File: src/rtl/decode_pkg.sv
// Shared decode definitions for the ID stage.
// Contents: RV32I opcode constants, immediate-format selector, ALU operation
// codes, result-source codes, and helpers for immediate and ALU-op decode.
package decode_pkg;

  localparam logic [6:0] OP_R      = 7'b0110011;
  localparam logic [6:0] OP_IMM    = 7'b0010011;
  localparam logic [6:0] OP_LOAD   = 7'b0000011;
  localparam logic [6:0] OP_STORE  = 7'b0100011;
  localparam logic [6:0] OP_BRANCH = 7'b1100011;
  localparam logic [6:0] OP_JAL    = 7'b1101111;
  localparam logic [6:0] OP_JALR   = 7'b1100111;
  localparam logic [6:0] OP_LUI    = 7'b0110111;
  localparam logic [6:0] OP_AUIPC  = 7'b0010111;

  typedef enum logic [2:0] {
    IMM_I,
    IMM_S,
    IMM_B,
    IMM_U,
    IMM_J
  } imm_src_e;

  localparam logic [3:0] ALU_ADD   = 4'b0000;
  localparam logic [3:0] ALU_SUB   = 4'b0001;
  localparam logic [3:0] ALU_AND   = 4'b0010;
  localparam logic [3:0] ALU_OR    = 4'b0011;
  localparam logic [3:0] ALU_XOR   = 4'b0100;
  localparam logic [3:0] ALU_SLL   = 4'b0101;
  localparam logic [3:0] ALU_SRL   = 4'b0110;
  localparam logic [3:0] ALU_SRA   = 4'b0111;
  localparam logic [3:0] ALU_SLT   = 4'b1000;
  localparam logic [3:0] ALU_SLTU  = 4'b1001;
  localparam logic [3:0] ALU_PASSB = 4'b1010;

  localparam logic [1:0] RES_ALU = 2'd0;
  localparam logic [1:0] RES_MEM = 2'd1;
  localparam logic [1:0] RES_PC4 = 2'd2;

  // 32-bit immediate; the caller sign-extends to the datapath width.
  function automatic logic [31:0] imm_gen(input logic [31:0] instr, input imm_src_e sel);
    logic [31:0] imm;
    case (sel)
      IMM_S:   imm = {{20{instr[31]}}, instr[31:25], instr[11:7]};
      IMM_B:   imm = {{19{instr[31]}}, instr[31], instr[7], instr[30:25], instr[11:8], 1'b0};
      IMM_U:   imm = {instr[31:12], 12'b0};
      IMM_J:   imm = {{11{instr[31]}}, instr[31], instr[19:12], instr[20], instr[30:21], 1'b0};
      default: imm = {{20{instr[31]}}, instr[31:20]};
    endcase
    return imm;
  endfunction

  // Shared by R-type and I-ALU; only R-type may select SUB, both may select SRA.
  function automatic logic [3:0] alu_from_funct(input logic [2:0] funct3, input logic f7b5,
                                                input logic is_reg);
    logic [3:0] op;
    case (funct3)
      3'b000:  op = (is_reg && f7b5) ? ALU_SUB : ALU_ADD;
      3'b001:  op = ALU_SLL;
      3'b010:  op = ALU_SLT;
      3'b011:  op = ALU_SLTU;
      3'b100:  op = ALU_XOR;
      3'b101:  op = f7b5 ? ALU_SRA : ALU_SRL;
      3'b110:  op = ALU_OR;
      default: op = ALU_AND;
    endcase
    return op;
  endfunction

endpackage

File: src/rtl/decode_stage_pipe_if.sv
// Fetch-side and execute-side handshake bundle of the decode stage.
// master: upstream IF/ID register plus downstream EX (drives if_*, ex_ready).
// slave:  the decode stage (drives id_ready and the ID/EX register outputs).
interface decode_stage_pipe_if #(
  parameter int XLEN = 32,
  parameter int AW   = 5
);
  logic            if_valid;
  logic [31:0]     if_instr;
  logic [XLEN-1:0] if_pc;
  logic            id_ready;

  logic            ex_ready;
  logic            ex_valid;
  logic [XLEN-1:0] ex_pc;
  logic [XLEN-1:0] ex_rd1;
  logic [XLEN-1:0] ex_rd2;
  logic [XLEN-1:0] ex_imm;
  logic [AW-1:0]   ex_rs1;
  logic [AW-1:0]   ex_rs2;
  logic [AW-1:0]   ex_rd;
  logic [2:0]      ex_funct3;
  logic [3:0]      ex_alu_ctrl;
  logic            ex_alu_src;
  logic [1:0]      ex_result_src;
  logic            ex_mem_write;
  logic            ex_reg_write;
  logic            ex_branch;
  logic            ex_jump;
  logic            ex_illegal;

  modport master (
    output if_valid, if_instr, if_pc, ex_ready,
    input  id_ready, ex_valid, ex_pc, ex_rd1, ex_rd2, ex_imm, ex_rs1, ex_rs2, ex_rd,
           ex_funct3, ex_alu_ctrl, ex_alu_src, ex_result_src, ex_mem_write,
           ex_reg_write, ex_branch, ex_jump, ex_illegal
  );

  modport slave (
    input  if_valid, if_instr, if_pc, ex_ready,
    output id_ready, ex_valid, ex_pc, ex_rd1, ex_rd2, ex_imm, ex_rs1, ex_rs2, ex_rd,
           ex_funct3, ex_alu_ctrl, ex_alu_src, ex_result_src, ex_mem_write,
           ex_reg_write, ex_branch, ex_jump, ex_illegal
  );
endinterface

File: src/rtl/regfile_bypass.sv
// Architectural register file with two combinational read ports and one
// write port; x0 reads as zero, out-of-range indices are ignored/read zero,
// and (optionally) a same-cycle write is forwarded to the read ports.
// Ports: clk, reset (sync, high), we/waddr/wdata (write-back),
//        raddr1/raddr2 -> rdata1/rdata2.
module regfile_bypass #(
  parameter int  NREGS     = 32,
  parameter int  XLEN      = 32,
  parameter bit  BYPASS_WB = 1'b1,
  localparam int AW        = $clog2(NREGS)
) (
  input  logic            clk,
  input  logic            reset,
  input  logic            we,
  input  logic [AW-1:0]   waddr,
  input  logic [XLEN-1:0] wdata,
  input  logic [AW-1:0]   raddr1,
  input  logic [AW-1:0]   raddr2,
  output logic [XLEN-1:0] rdata1,
  output logic [XLEN-1:0] rdata2
);

  logic [XLEN-1:0] mem [NREGS];

  function automatic logic in_range(input logic [AW-1:0] a);
    return int'(a) < NREGS;
  endfunction

  function automatic logic [XLEN-1:0] read_port(input logic [AW-1:0] a);
    logic [XLEN-1:0] d;
    if (a == '0 || !in_range(a))
      d = '0;
    else if (BYPASS_WB && we && waddr == a)
      d = wdata;
    else
      d = mem[a];
    return d;
  endfunction

  // NOTE: the whole array is cleared by reset, so it maps to flops rather than
  // a RAM macro; that is intended for a small architectural register file.
  always_ff @(posedge clk) begin
    if (reset) begin
      for (int i = 0; i < NREGS; i++) mem[i] <= '0;
    end else if (we && waddr != '0 && in_range(waddr)) begin
      mem[waddr] <= wdata;
    end
  end

  assign rdata1 = read_port(raddr1);
  assign rdata2 = read_port(raddr2);

endmodule

File: src/rtl/decode_stage_pipe.sv
// Pipelined RV32I decode stage: decodes one instruction per cycle, reads the
// register file (with optional write-back bypass), stalls one cycle on
// load-use hazards, and holds the result in an ID/EX register behind a
// valid/ready handshake.
// Ports: clk, reset (sync, high), flush (squash ID/EX),
//        wb_we/wb_rd/wb_data (register write-back),
//        bus (slave side: if_* in, id_ready out, ex_ready in, ex_* out).
module decode_stage_pipe
  import decode_pkg::*;
#(
  parameter int  XLEN      = 32,
  parameter int  NREGS     = 32,
  parameter bit  BYPASS_WB = 1'b1,
  localparam int AW        = $clog2(NREGS)
) (
  input  logic                 clk,
  input  logic                 reset,
  input  logic                 flush,
  input  logic                 wb_we,
  input  logic [AW-1:0]        wb_rd,
  input  logic [XLEN-1:0]      wb_data,
  decode_stage_pipe_if.slave   bus
);

  typedef struct packed {
    logic            valid;
    logic [XLEN-1:0] pc;
    logic [XLEN-1:0] rd1;
    logic [XLEN-1:0] rd2;
    logic [XLEN-1:0] imm;
    logic [AW-1:0]   rs1;
    logic [AW-1:0]   rs2;
    logic [AW-1:0]   rd;
    logic [2:0]      funct3;
    logic [3:0]      alu_ctrl;
    logic            alu_src;
    logic [1:0]      result_src;
    logic            mem_write;
    logic            reg_write;
    logic            branch;
    logic            jump;
    logic            illegal;
  } id_ex_t;

  logic [31:0]     instr;
  logic [6:0]      opcode;
  logic [2:0]      funct3;
  logic            f7b5;
  logic [AW-1:0]   rs1, rs2, rd;
  logic [XLEN-1:0] rd1, rd2;

  assign instr  = bus.if_instr;
  assign opcode = instr[6:0];
  assign funct3 = instr[14:12];
  assign f7b5   = instr[30];
  assign rs1    = AW'(instr[19:15]);
  assign rs2    = AW'(instr[24:20]);
  assign rd     = AW'(instr[11:7]);

  regfile_bypass #(
    .NREGS     (NREGS),
    .XLEN      (XLEN),
    .BYPASS_WB (BYPASS_WB)
  ) u_regfile (
    .clk    (clk),
    .reset  (reset),
    .we     (wb_we),
    .waddr  (wb_rd),
    .wdata  (wb_data),
    .raddr1 (rs1),
    .raddr2 (rs2),
    .rdata1 (rd1),
    .rdata2 (rd2)
  );

  // Control decode
  imm_src_e   imm_src;
  logic [3:0] alu_ctrl;
  logic [1:0] result_src;
  logic       alu_src, mem_write, reg_write, branch, jump, illegal;
  logic       uses_rs1, uses_rs2;

  // NOTE: every output gets a default before the case, so no path leaves a
  // variable unassigned and no latch is inferred.
  always_comb begin
    imm_src    = IMM_I;
    alu_ctrl   = ALU_ADD;
    result_src = RES_ALU;
    alu_src    = 1'b0;
    mem_write  = 1'b0;
    reg_write  = 1'b0;
    branch     = 1'b0;
    jump       = 1'b0;
    illegal    = 1'b0;
    uses_rs1   = 1'b1;
    uses_rs2   = 1'b0;
    unique case (opcode)
      OP_R: begin
        uses_rs2  = 1'b1;
        reg_write = 1'b1;
        alu_ctrl  = alu_from_funct(funct3, f7b5, 1'b1);
      end
      OP_IMM: begin
        alu_src   = 1'b1;
        reg_write = 1'b1;
        alu_ctrl  = alu_from_funct(funct3, f7b5, 1'b0);
      end
      OP_LOAD: begin
        alu_src    = 1'b1;
        reg_write  = 1'b1;
        result_src = RES_MEM;
      end
      OP_STORE: begin
        uses_rs2  = 1'b1;
        alu_src   = 1'b1;
        mem_write = 1'b1;
        imm_src   = IMM_S;
      end
      OP_BRANCH: begin
        uses_rs2 = 1'b1;
        branch   = 1'b1;
        alu_ctrl = ALU_SUB;
        imm_src  = IMM_B;
      end
      OP_JAL: begin
        uses_rs1   = 1'b0;
        jump       = 1'b1;
        reg_write  = 1'b1;
        result_src = RES_PC4;
        imm_src    = IMM_J;
      end
      OP_JALR: begin
        alu_src    = 1'b1;
        jump       = 1'b1;
        reg_write  = 1'b1;
        result_src = RES_PC4;
      end
      OP_LUI: begin
        uses_rs1  = 1'b0;
        alu_src   = 1'b1;
        reg_write = 1'b1;
        alu_ctrl  = ALU_PASSB;
        imm_src   = IMM_U;
      end
      OP_AUIPC: begin
        uses_rs1  = 1'b0;
        alu_src   = 1'b1;
        reg_write = 1'b1;
        imm_src   = IMM_U;
      end
      default: begin
        illegal  = 1'b1;
        uses_rs1 = 1'b0;
      end
    endcase
  end

  // Handshake and load-use detection
  id_ex_t ex_q, ex_d;
  logic   advance, hazard;

  assign advance = bus.ex_ready || !ex_q.valid;
  // A load sitting in ID/EX cannot forward its data until after MEM, so a
  // dependent instruction waits one advancing cycle.
  assign hazard  = bus.if_valid && ex_q.valid && (ex_q.result_src == RES_MEM) &&
                   (ex_q.rd != '0) &&
                   ((uses_rs1 && rs1 == ex_q.rd) || (uses_rs2 && rs2 == ex_q.rd));
  assign bus.id_ready = flush || (advance && !hazard);

  always_comb begin
    ex_d            = '0;
    ex_d.valid      = 1'b1;
    ex_d.pc         = bus.if_pc;
    ex_d.rd1        = rd1;
    ex_d.rd2        = rd2;
    ex_d.imm        = XLEN'($signed(imm_gen(instr, imm_src)));
    ex_d.rs1        = rs1;
    ex_d.rs2        = rs2;
    ex_d.rd         = rd;
    ex_d.funct3     = funct3;
    ex_d.alu_ctrl   = alu_ctrl;
    ex_d.alu_src    = alu_src;
    ex_d.result_src = result_src;
    ex_d.mem_write  = mem_write;
    ex_d.reg_write  = reg_write;
    ex_d.branch     = branch;
    ex_d.jump       = jump;
    ex_d.illegal    = illegal;
  end

  // NOTE: sequential state uses non-blocking assignments so every register
  // samples pre-edge values regardless of statement order.
  always_ff @(posedge clk) begin
    if (reset) begin
      ex_q <= '0;
    end else if (flush || (advance && (hazard || !bus.if_valid))) begin
      // Bubble: side-effecting flags are cleared so a stale slot can never
      // write a register or memory even if valid were ignored downstream.
      ex_q.valid     <= 1'b0;
      ex_q.reg_write <= 1'b0;
      ex_q.mem_write <= 1'b0;
    end else if (advance) begin
      ex_q <= ex_d;
    end
  end

  assign bus.ex_valid      = ex_q.valid;
  assign bus.ex_pc         = ex_q.pc;
  assign bus.ex_rd1        = ex_q.rd1;
  assign bus.ex_rd2        = ex_q.rd2;
  assign bus.ex_imm        = ex_q.imm;
  assign bus.ex_rs1        = ex_q.rs1;
  assign bus.ex_rs2        = ex_q.rs2;
  assign bus.ex_rd         = ex_q.rd;
  assign bus.ex_funct3     = ex_q.funct3;
  assign bus.ex_alu_ctrl   = ex_q.alu_ctrl;
  assign bus.ex_alu_src    = ex_q.alu_src;
  assign bus.ex_result_src = ex_q.result_src;
  assign bus.ex_mem_write  = ex_q.mem_write;
  assign bus.ex_reg_write  = ex_q.reg_write;
  assign bus.ex_branch     = ex_q.branch;
  assign bus.ex_jump       = ex_q.jump;
  assign bus.ex_illegal    = ex_q.illegal;

endmodule

File: src/flat_wrapper.sv
// flat-port wrapper written by rule: the top's interface ports become plain ports
module decode_stage_pipe_flat import decode_pkg::*;
#(
  parameter int  XLEN      = 32,
  parameter int  NREGS     = 32,
  parameter bit  BYPASS_WB = 1'b1,
  localparam int AW        = $clog2(NREGS)
)
  (clk, reset, flush, wb_we, wb_rd, wb_data, bus_if_valid, bus_if_instr, bus_if_pc, bus_ex_ready, bus_id_ready, bus_ex_valid, bus_ex_pc, bus_ex_rd1, bus_ex_rd2, bus_ex_imm, bus_ex_rs1, bus_ex_rs2, bus_ex_rd, bus_ex_funct3, bus_ex_alu_ctrl, bus_ex_alu_src, bus_ex_result_src, bus_ex_mem_write, bus_ex_reg_write, bus_ex_branch, bus_ex_jump, bus_ex_illegal);
  decode_stage_pipe_if #(.XLEN(XLEN), .AW(5)) bus_i ();
  input  logic clk;
  input  logic reset;
  input  logic flush;
  input  logic wb_we;
  input  logic [AW-1:0] wb_rd;
  input  logic [XLEN-1:0] wb_data;
  input wire logic [$bits(bus_i.if_valid)-1:0] bus_if_valid;
  input wire logic [$bits(bus_i.if_instr)-1:0] bus_if_instr;
  input wire logic [$bits(bus_i.if_pc)-1:0] bus_if_pc;
  input wire logic [$bits(bus_i.ex_ready)-1:0] bus_ex_ready;
  output wire logic [$bits(bus_i.id_ready)-1:0] bus_id_ready;
  output wire logic [$bits(bus_i.ex_valid)-1:0] bus_ex_valid;
  output wire logic [$bits(bus_i.ex_pc)-1:0] bus_ex_pc;
  output wire logic [$bits(bus_i.ex_rd1)-1:0] bus_ex_rd1;
  output wire logic [$bits(bus_i.ex_rd2)-1:0] bus_ex_rd2;
  output wire logic [$bits(bus_i.ex_imm)-1:0] bus_ex_imm;
  output wire logic [$bits(bus_i.ex_rs1)-1:0] bus_ex_rs1;
  output wire logic [$bits(bus_i.ex_rs2)-1:0] bus_ex_rs2;
  output wire logic [$bits(bus_i.ex_rd)-1:0] bus_ex_rd;
  output wire logic [$bits(bus_i.ex_funct3)-1:0] bus_ex_funct3;
  output wire logic [$bits(bus_i.ex_alu_ctrl)-1:0] bus_ex_alu_ctrl;
  output wire logic [$bits(bus_i.ex_alu_src)-1:0] bus_ex_alu_src;
  output wire logic [$bits(bus_i.ex_result_src)-1:0] bus_ex_result_src;
  output wire logic [$bits(bus_i.ex_mem_write)-1:0] bus_ex_mem_write;
  output wire logic [$bits(bus_i.ex_reg_write)-1:0] bus_ex_reg_write;
  output wire logic [$bits(bus_i.ex_branch)-1:0] bus_ex_branch;
  output wire logic [$bits(bus_i.ex_jump)-1:0] bus_ex_jump;
  output wire logic [$bits(bus_i.ex_illegal)-1:0] bus_ex_illegal;
  assign bus_i.if_valid = bus_if_valid;
  assign bus_i.if_instr = bus_if_instr;
  assign bus_i.if_pc = bus_if_pc;
  assign bus_i.ex_ready = bus_ex_ready;
  assign bus_id_ready = bus_i.id_ready;
  assign bus_ex_valid = bus_i.ex_valid;
  assign bus_ex_pc = bus_i.ex_pc;
  assign bus_ex_rd1 = bus_i.ex_rd1;
  assign bus_ex_rd2 = bus_i.ex_rd2;
  assign bus_ex_imm = bus_i.ex_imm;
  assign bus_ex_rs1 = bus_i.ex_rs1;
  assign bus_ex_rs2 = bus_i.ex_rs2;
  assign bus_ex_rd = bus_i.ex_rd;
  assign bus_ex_funct3 = bus_i.ex_funct3;
  assign bus_ex_alu_ctrl = bus_i.ex_alu_ctrl;
  assign bus_ex_alu_src = bus_i.ex_alu_src;
  assign bus_ex_result_src = bus_i.ex_result_src;
  assign bus_ex_mem_write = bus_i.ex_mem_write;
  assign bus_ex_reg_write = bus_i.ex_reg_write;
  assign bus_ex_branch = bus_i.ex_branch;
  assign bus_ex_jump = bus_i.ex_jump;
  assign bus_ex_illegal = bus_i.ex_illegal;
  decode_stage_pipe #(.XLEN(XLEN), .NREGS(NREGS), .BYPASS_WB(BYPASS_WB)) u_core (.clk(clk), .reset(reset), .flush(flush), .wb_we(wb_we), .wb_rd(wb_rd), .wb_data(wb_data), .bus(bus_i));
endmodule
File: config.mk
export PLATFORM = sky130hd
export DESIGN_NAME = decode_stage_pipe_flat
export DESIGN_NICKNAME = d
export VERILOG_FILES = /design/src/rtl/decode_pkg.sv /design/src/rtl/decode_stage_pipe_if.sv /design/src/rtl/regfile_bypass.sv /design/src/rtl/decode_stage_pipe.sv /design/src/flat_wrapper.sv
export SDC_FILE = /design/constraint.sdc
export NUM_CORES = 2
export LEC_CHECK = 0
export ABC_AREA = 0
export CAP_MARGIN = 15
export CORE_ASPECT_RATIO = 0.6
export CORE_MARGIN = 1.5
export CORE_UTILIZATION = 48
export CTS_CLUSTER_DIAMETER = 120
export CTS_CLUSTER_SIZE = 40
export DETAILED_ROUTE_END_ITERATION = 8
export GPL_ROUTABILITY_DRIVEN = 0
export HOLD_SLACK_MARGIN = 0.06
export PLACE_DENSITY = 0.68
export SLEW_MARGIN = 20
export SYNTH_ARGS = -nofsm -noshare
export SYNTH_HDL_FRONTEND = slang
export SYNTH_SLANG_ARGS = --single-unit
File: constraint.sdc
create_clock -name clk -period 2.3 [get_ports clk]
set_input_delay 0.46 -clock clk [delete_from_list [all_inputs] [get_ports clk]]
set_output_delay 0.46 -clock clk [all_outputs]
set_load 0.01 [all_outputs]
== Word level (Yosys, flattened, before mapping) ==
Memories as Yosys holds them, arrays and structs flattened.
Index checks and enable logic that the tools add are counted.

* Logic and storage cells: 105
* Memories: 1
* Output and inout bits: 160
* Memory bits (writable): 1024
* Bits in registers: 159

* Bitwise logic cells: 1
* Multiplexer cells: 28
* Equality and inequality tests: 24
* Reductions and logical operators: 34

{| class="wikitable"
|+ Memory list
! name !! words !! width !! rd ports !! clocked after Yosys merged registers in !! write ports !! line !! source
|-
| u_core.u_regfile.mem || 32 || 32 || 2 || 0 || 32 || regfile_bypass.sv:23 || <nowiki>logic [XLEN-1:0] mem [NREGS];</nowiki>
|}

{| class="wikitable"
|+ Operator list
! operator !! count
|-
| 32-bit two-way mux || 5
|-
| 31-bit one-hot mux with 4 select lines || 1
|-
| 4-bit one-hot mux with 7 select lines || 2
|-
| 32-bit OR reduction || 1
|-
| 7-bit by 6-bit equality test with 1-bit output (second input constant) || 3
|-
| 7-bit equality test (second input constant) || 3
|-
| 5-bit equality test || 4
|-
| 1-bit two-way mux || 16
|-
| 4-bit one-hot mux with 4 select lines || 1
|-
| 7-bit by 5-bit equality test with 1-bit output (second input constant) || 2
|-
| 3-bit by 2-bit equality test with 1-bit output (second input constant) || 4
|-
| 3-bit equality test (second input constant) || 4
|-
| 3-bit one-hot mux with 4 select lines || 1
|-
| 6-bit OR reduction || 2
|-
| 1-bit logical AND || 11
|-
| 5-bit zero test || 2
|-
| 5-bit nonzero test || 2
|-
| 9-bit OR reduction || 1
|-
| 7-bit by 2-bit equality test with 1-bit output (second input constant) || 1
|-
| 7-bit OR reduction || 1
|-
| 3-bit by 1-bit equality test with 1-bit output (second input constant) || 2
|-
| 2-bit OR reduction || 3
|-
| 1-bit logical OR || 5
|-
| 5-bit two-way mux || 1
|-
| 7 further kinds || 9
|}

== Logic depth before layout (Yosys ltp) ==
* Depth in word-level cells: 11
* Depth in mapped cells: 10
* Depth with buffers taken out: 6

== Modules after synthesis ==
Synthesis repeated with hierarchy kept, for this count alone.

* Cell total of the unflattened synthesis: 4541
* Area, all modules: 61261.3 um^2

{| class="wikitable"
|+ Modules (own cells, without submodules)
! module !! area an instance (um^2) !! times used !! seq. area each (um^2) !! cells an instance
|-
| regfile_bypass || 54722.5 || 1 || 30749.5 || 3740
|-
| decode_stage_pipe || 6538.8 || 1 || 3183.1 || 801
|}

== Worst setup path after synthesis ==
Ideal clock, no wire load.

* Path kind: input port to output port
* From: input port bus_if_instr[3]
* To: output port bus_id_ready
* Arrival time: 1.939 ns
* Cell stages on the path: 8
* Setup slack: -0.099 ns
* Required time: 1.840 ns
* Path through: nand3b_1 -> or2_1 -> nor4_1 -> o21a_1 -> buf_6 -> buf_6 -> buf_2 -> o21bai_1

* Longest elaborated chain between the ends: 9

{| class="wikitable"
|+ Ends and longest elaborated chain
! element !! line !! source
|-
| start: declaration || flat_wrapper.sv:18 || <nowiki>input wire logic [$bits(bus_i.if_instr)-1:0] bus_if_instr;</nowiki>
|-
| 7-bit by 2-bit equality test with 1-bit output, or another cell as far along || decode_stage_pipe.sv:97 || <nowiki>unique case (opcode)</nowiki>
|-
| 6-bit OR reduction (no line) or 3-bit OR reduction (tied branches) || - ||
|-
| 1-bit two-way mux || decode_stage_pipe.sv:97 ||
|-
| 1-bit logical AND || decode_stage_pipe.sv:167 || <nowiki>((uses_rs1 && rs1 == ex_q.rd) || (uses_rs2 && rs2 == ex_q.rd));</nowiki>
|-
| 1-bit logical OR * || decode_stage_pipe.sv:167 ||
|-
| 1-bit logical AND * || decode_stage_pipe.sv:166 || <nowiki>(ex_q.rd != '0) &&</nowiki>
|-
| 1-bit zero test * || decode_stage_pipe.sv:168 || <nowiki>assign bus.id_ready = flush || (advance && !hazard);</nowiki>
|-
| 1-bit logical AND * || decode_stage_pipe.sv:168 ||
|-
| 1-bit logical OR * || decode_stage_pipe.sv:168 ||
|-
| end: declaration || flat_wrapper.sv:21 || <nowiki>output wire logic [$bits(bus_i.id_ready)-1:0] bus_id_ready;</nowiki>
|}

Mark *: on every way between the ends. The rest lies on a longest branch, timed or not.

== Final worst setup path ==
* From: register u_core.ex_q (netlist bit u_core.bus.ex_rd[1])
* To: output port bus_id_ready

* Longest elaborated chain between the ends: 7

{| class="wikitable"
|+ Ends and longest elaborated chain
! element !! line !! source
|-
| start: declaration || decode_stage_pipe.sv:159 || <nowiki>id_ex_t ex_q, ex_d;</nowiki>
|-
| 5-bit equality test || decode_stage_pipe.sv:167 ||
|-
| 1-bit logical AND || decode_stage_pipe.sv:167 ||
|-
| 1-bit logical OR || decode_stage_pipe.sv:167 ||
|-
| 1-bit logical AND * || decode_stage_pipe.sv:166 ||
|-
| 1-bit zero test * || decode_stage_pipe.sv:168 ||
|-
| 1-bit logical AND * || decode_stage_pipe.sv:168 ||
|-
| 1-bit logical OR * || decode_stage_pipe.sv:168 ||
|}

Marked as above.

==> impl_results.md <==
* Achievable frequency at 0.381 GHz
* TritonRoute pass-1 iters at 6
* Cell internal pwr at 30,700 uW
* Post-route design area at 0.0725 sq mm
* Die H at 279 um
* Synth Register Bits at 1,183
* Post-synth EDFFs at 1,024
* YS warnings at 0
* Proportion of power drawn by the clock network at 22.9%
* Critical Path Start Type: flop
* Dpl cell area at 0.0713 sq mm
* Via/cell ratio at 6.53
* Share of layout cells above drive strength 1 at 20.9%
* Register area share after synthesis at 55.8%
* Worst-path maximum fanout at 4
* Vias in the first global route at 41,900
* Reg-to-reg critical path startpoint: u_core.bus.ex_rd[1]
* Hold depth at 5
* Post-synth cell types at 55
* Top cell type's share of synthesized area at 50.6%
* Total die area at 0.129 sq mm
* CTS tree: built
* WP data arrival at 2.17 ns
* Root Buffer: clkbuf_16
* Clk_lat worst skew at 0.68 ns
* Worst Clk Skew at 0.0387 ns
* Pre-CTS setup slack at -0.704 ns
* Hold_buf cts at 0
* Relative slew slack at 56.1%
* Tot Pwr at 42,100 uW
* Total number of vias at 44,800
* Final setup fails at 16
* DR WL/cell at 32.3 um
* Core ar. at 0.125 sq mm
* Worst setup margin at -0.326 ns
* Crit path capture type: output port
* Final WL at 221,000 um
* Final HPWL DP at 157,000 um
* Residual DRC count at 0
* Final hold viol count at 0
* GRT overflow at 0
* Hold path start: reset
* Fin nets at 5,246
* Global-route usage over all layers at 33.3%
* Avg Cell Area, Syn at 13.1 sq um
* Initial DRC count at 7,772
* Num CTS Buffers at 35
* Async SR Flop Fraction at 0%
* Sw Ratio at 27.0%
* Non-Filler Instances at 6,857
* H-Tree Depth at 2
* Fin crit share at 114%
* Antenna violations before repair at 22
* Antenna Nets Post-Route at 0
* Largest area contributor in the netlist: edfxtp_1
* Net Sw Power at 11,400 uW
* Clock slew at reported path FFs at 0.16 ns
* Power per cell area at 581 mW/mm^2
* Fillers at 9,902
* Worst vdd ir at 0.000704 V
* Clock sink total at 1,183
* Mapped Cells at 4,627
* Initial Util at 48.7%
* Slew @ Worst Pin at 0.657 ns
* Area grow syn2layout at 19.2%
* Status: complete, but fails checks
* RSZ-0062 raised after global routing: true
* First-pass GRT wire length at 311,000 um
* Clock buffer depth at 3
* Final Slew Violations at 0
* Ys flop type: edfxtp_1
* Reg-to-reg endpoint: u_core.bus.ex_rd2[3]
* I/O pins at 267
* Max_cap viols at 0
* WHS Endpoint: u_core.bus.ex_reg_write
* Combinational power share at 17.4%
* Path type of the worst setup path: reg -> out
* Die X at 462 um
* FF-to-FF path depth at 9
* Worst hold path class: in -> reg
* Rows at 100
* Leakage power total at 0.0263 uW
* Placed cells at 6,784
* Port bufs at 266
* Top cells by area, synth: edfxtp_1 (51%), and2_1 (10%), mux4_2 (9.5%), mux2i_1 (8.4%), dfxtp_1 (5.2%)
* Critical Path RT at 1.84 ns
* Final Critical Period at 2.63 ns
* Failing checks: setup timing
* Reg power frac at 59.7%
* Setup TNS at -0.437 ns
* Flop-to-flop setup slack at -0.02 ns
* Pin count of the biggest net entering global routing at 82
* Post-Syn Area at 0.0608 sq mm
-- worst max-delay path by stage --
stage	from	endpoint	slack, ns
2_1_floorplan	bus_if_instr[16]	u_core.bus.ex_rd1[30]	-0.05
3_3_place_gp	bus_if_instr[4]	u_core.bus.ex_imm[26]	-0.66
3_5_place_dp	bus_if_instr[6]	u_core.bus.ex_imm[25]	-0.70
4_1_cts	u_core.bus.ex_rd[1]	bus_id_ready	-0.37
5_1_grt	u_core.bus.ex_rd[3]	bus_id_ready	-0.37
6_report	u_core.bus.ex_rd[1]	bus_id_ready	-0.33
-- kinds of logic (layout without fill, tap and decap cells) --
kind of cell	Yosys count	after routing	synth area share (%)
xor gates and xnor gates	19	19	0.274
DFF	1183	1183	55.8
AOI/OAI and AO/OA	678	678	7.87
and+or+nand+nor	1470	1471	14.7
buffers and inverters	507	1014	3.43
muxes	769	769	17.9
other	1	40	0.00617
-- cell type report --
type                    count  area [sq um]  area share, %
flip-flops and latches   1183         33900           46.8
multi-input cells        2969         25200           34.8
repair buffers            941         10100           13.9
well taps                1683          2110           2.91
clock buffers              60           970           1.34
clock inverters             4          42.5         0.0587
inverters                   9          33.8         0.0466
diodes                      8          20.0         0.0276
-- sequential cells by signal (all words and copies together), names as in the netlist, 2 cells and up --
register,count
u_core.bus.ex_alu_ctrl,4
u_core.bus.ex_funct3,3
u_core.bus.ex_imm,32
u_core.bus.ex_pc,32
u_core.bus.ex_rd,5
u_core.bus.ex_rd1,32
u_core.bus.ex_rd2,32
u_core.bus.ex_result_src,2
u_core.bus.ex_rs1,5
u_core.bus.ex_rs2,5
u_core.u_regfile.mem,1024
-- metal layers --
metal | GRT usage [%] | share of wire [%] | vias to the layer above
li1 | - | - | 18500
met1 | 49.8 | 41 | 22800
met3 | 13.2 | 16 | 299
met5 | 0 | 0.011 | -
met2 | 45.3 | 40 | 3174
met4 | 7.37 | 2.5 | 4
-- power groups by stage --
| stage | Clock [uW] | Combinational (uW) | Sequential [uW] |
|---|---|---|---|
| floorplan | 0 | 3400 | 25400 |
| global placement | 0 | 7010 | 25500 |
| detailed placement | 0 | 7080 | 25600 |
| CTS | 9620 | 7100 | 25100 |
| global route | 10200 | 7540 | 25200 |
| finish | 9640 | 7340 | 25100 |
-- critical path: stages, from the launching register on --
cell	delay, ns
dfxtp_2	0.39
buf_6	0.13
inv_2	0.05
a22o_1	0.23
nor4_4	0.31
o21a_4	0.18
o21bai_1	0.07
buf_2	0.14
-- cell usage after synthesis, types with 3 or more instances --
master    number
a211oi_1      28
a21oi_1      117
a221o_1       64
a22oi_1      385
a31oi_1        5
and2_1       996
and3_1         3
and3b_1        3
and4_1        64
buf_1         34
buf_2        115
buf_4          6
clkbuf_1     341
dfxtp_1      159
edfxtp_1    1024
inv_1          9
mux2i_1      513
mux4_2       256
nand2_1       11
nand3_1      190
nand3b_1       7
nand4_1       11
nor2_1        51
nor2b_1        8
nor3_1        69
nor3b_1        3
nor4_1         5
o21ai_0       66
or2_2         31
or3_1          4
xnor2_1        9
xor2_1        10
-- layout by cell type (no fill, tap or decap), drive strengths merged, types with 8 or more instances in the layout --
cell,netlist,layout
nand2,11,11
xor2,10,10
a221o,64,64
mux2i,513,513
nor2b,8,8
nand4,11,11
and4,64,64
and2,996,996
nand3,190,190
a21oi,118,118
nor3,71,71
o21ai,68,68
or2,32,32
mux4,256,256
a22oi,385,385
xnor2,9,9
nor2,52,53
a211oi,28,28
inv,9,13
edfxtp,1024,1024
clkdlybuf4s50,0,260
buf,157,681
dfxtp,159,159
diode,0,8
conb,1,32
clkbuf,341,60
-- per-stage QoR --
step                      util [%]  hold WS, ns
final                         58.0        0.228
after global routing          58.0        0.221
after CTS                     58.0        0.203
after detailed placement      57.1        0.467
after global placement        57.1        0.459
after floorplan                  -        0.478
-- repair_timing --
action | in CTS | in global routing
setup buffers | 0 | 1
pin swaps | 7 | 6
cloned | 0 | 1
endpoints found under the hold margin | 0 | 0
endpoints found under the setup margin | 145 | 133
resized for setup | 16 | 15
Power figures use the tool's default switching activity.
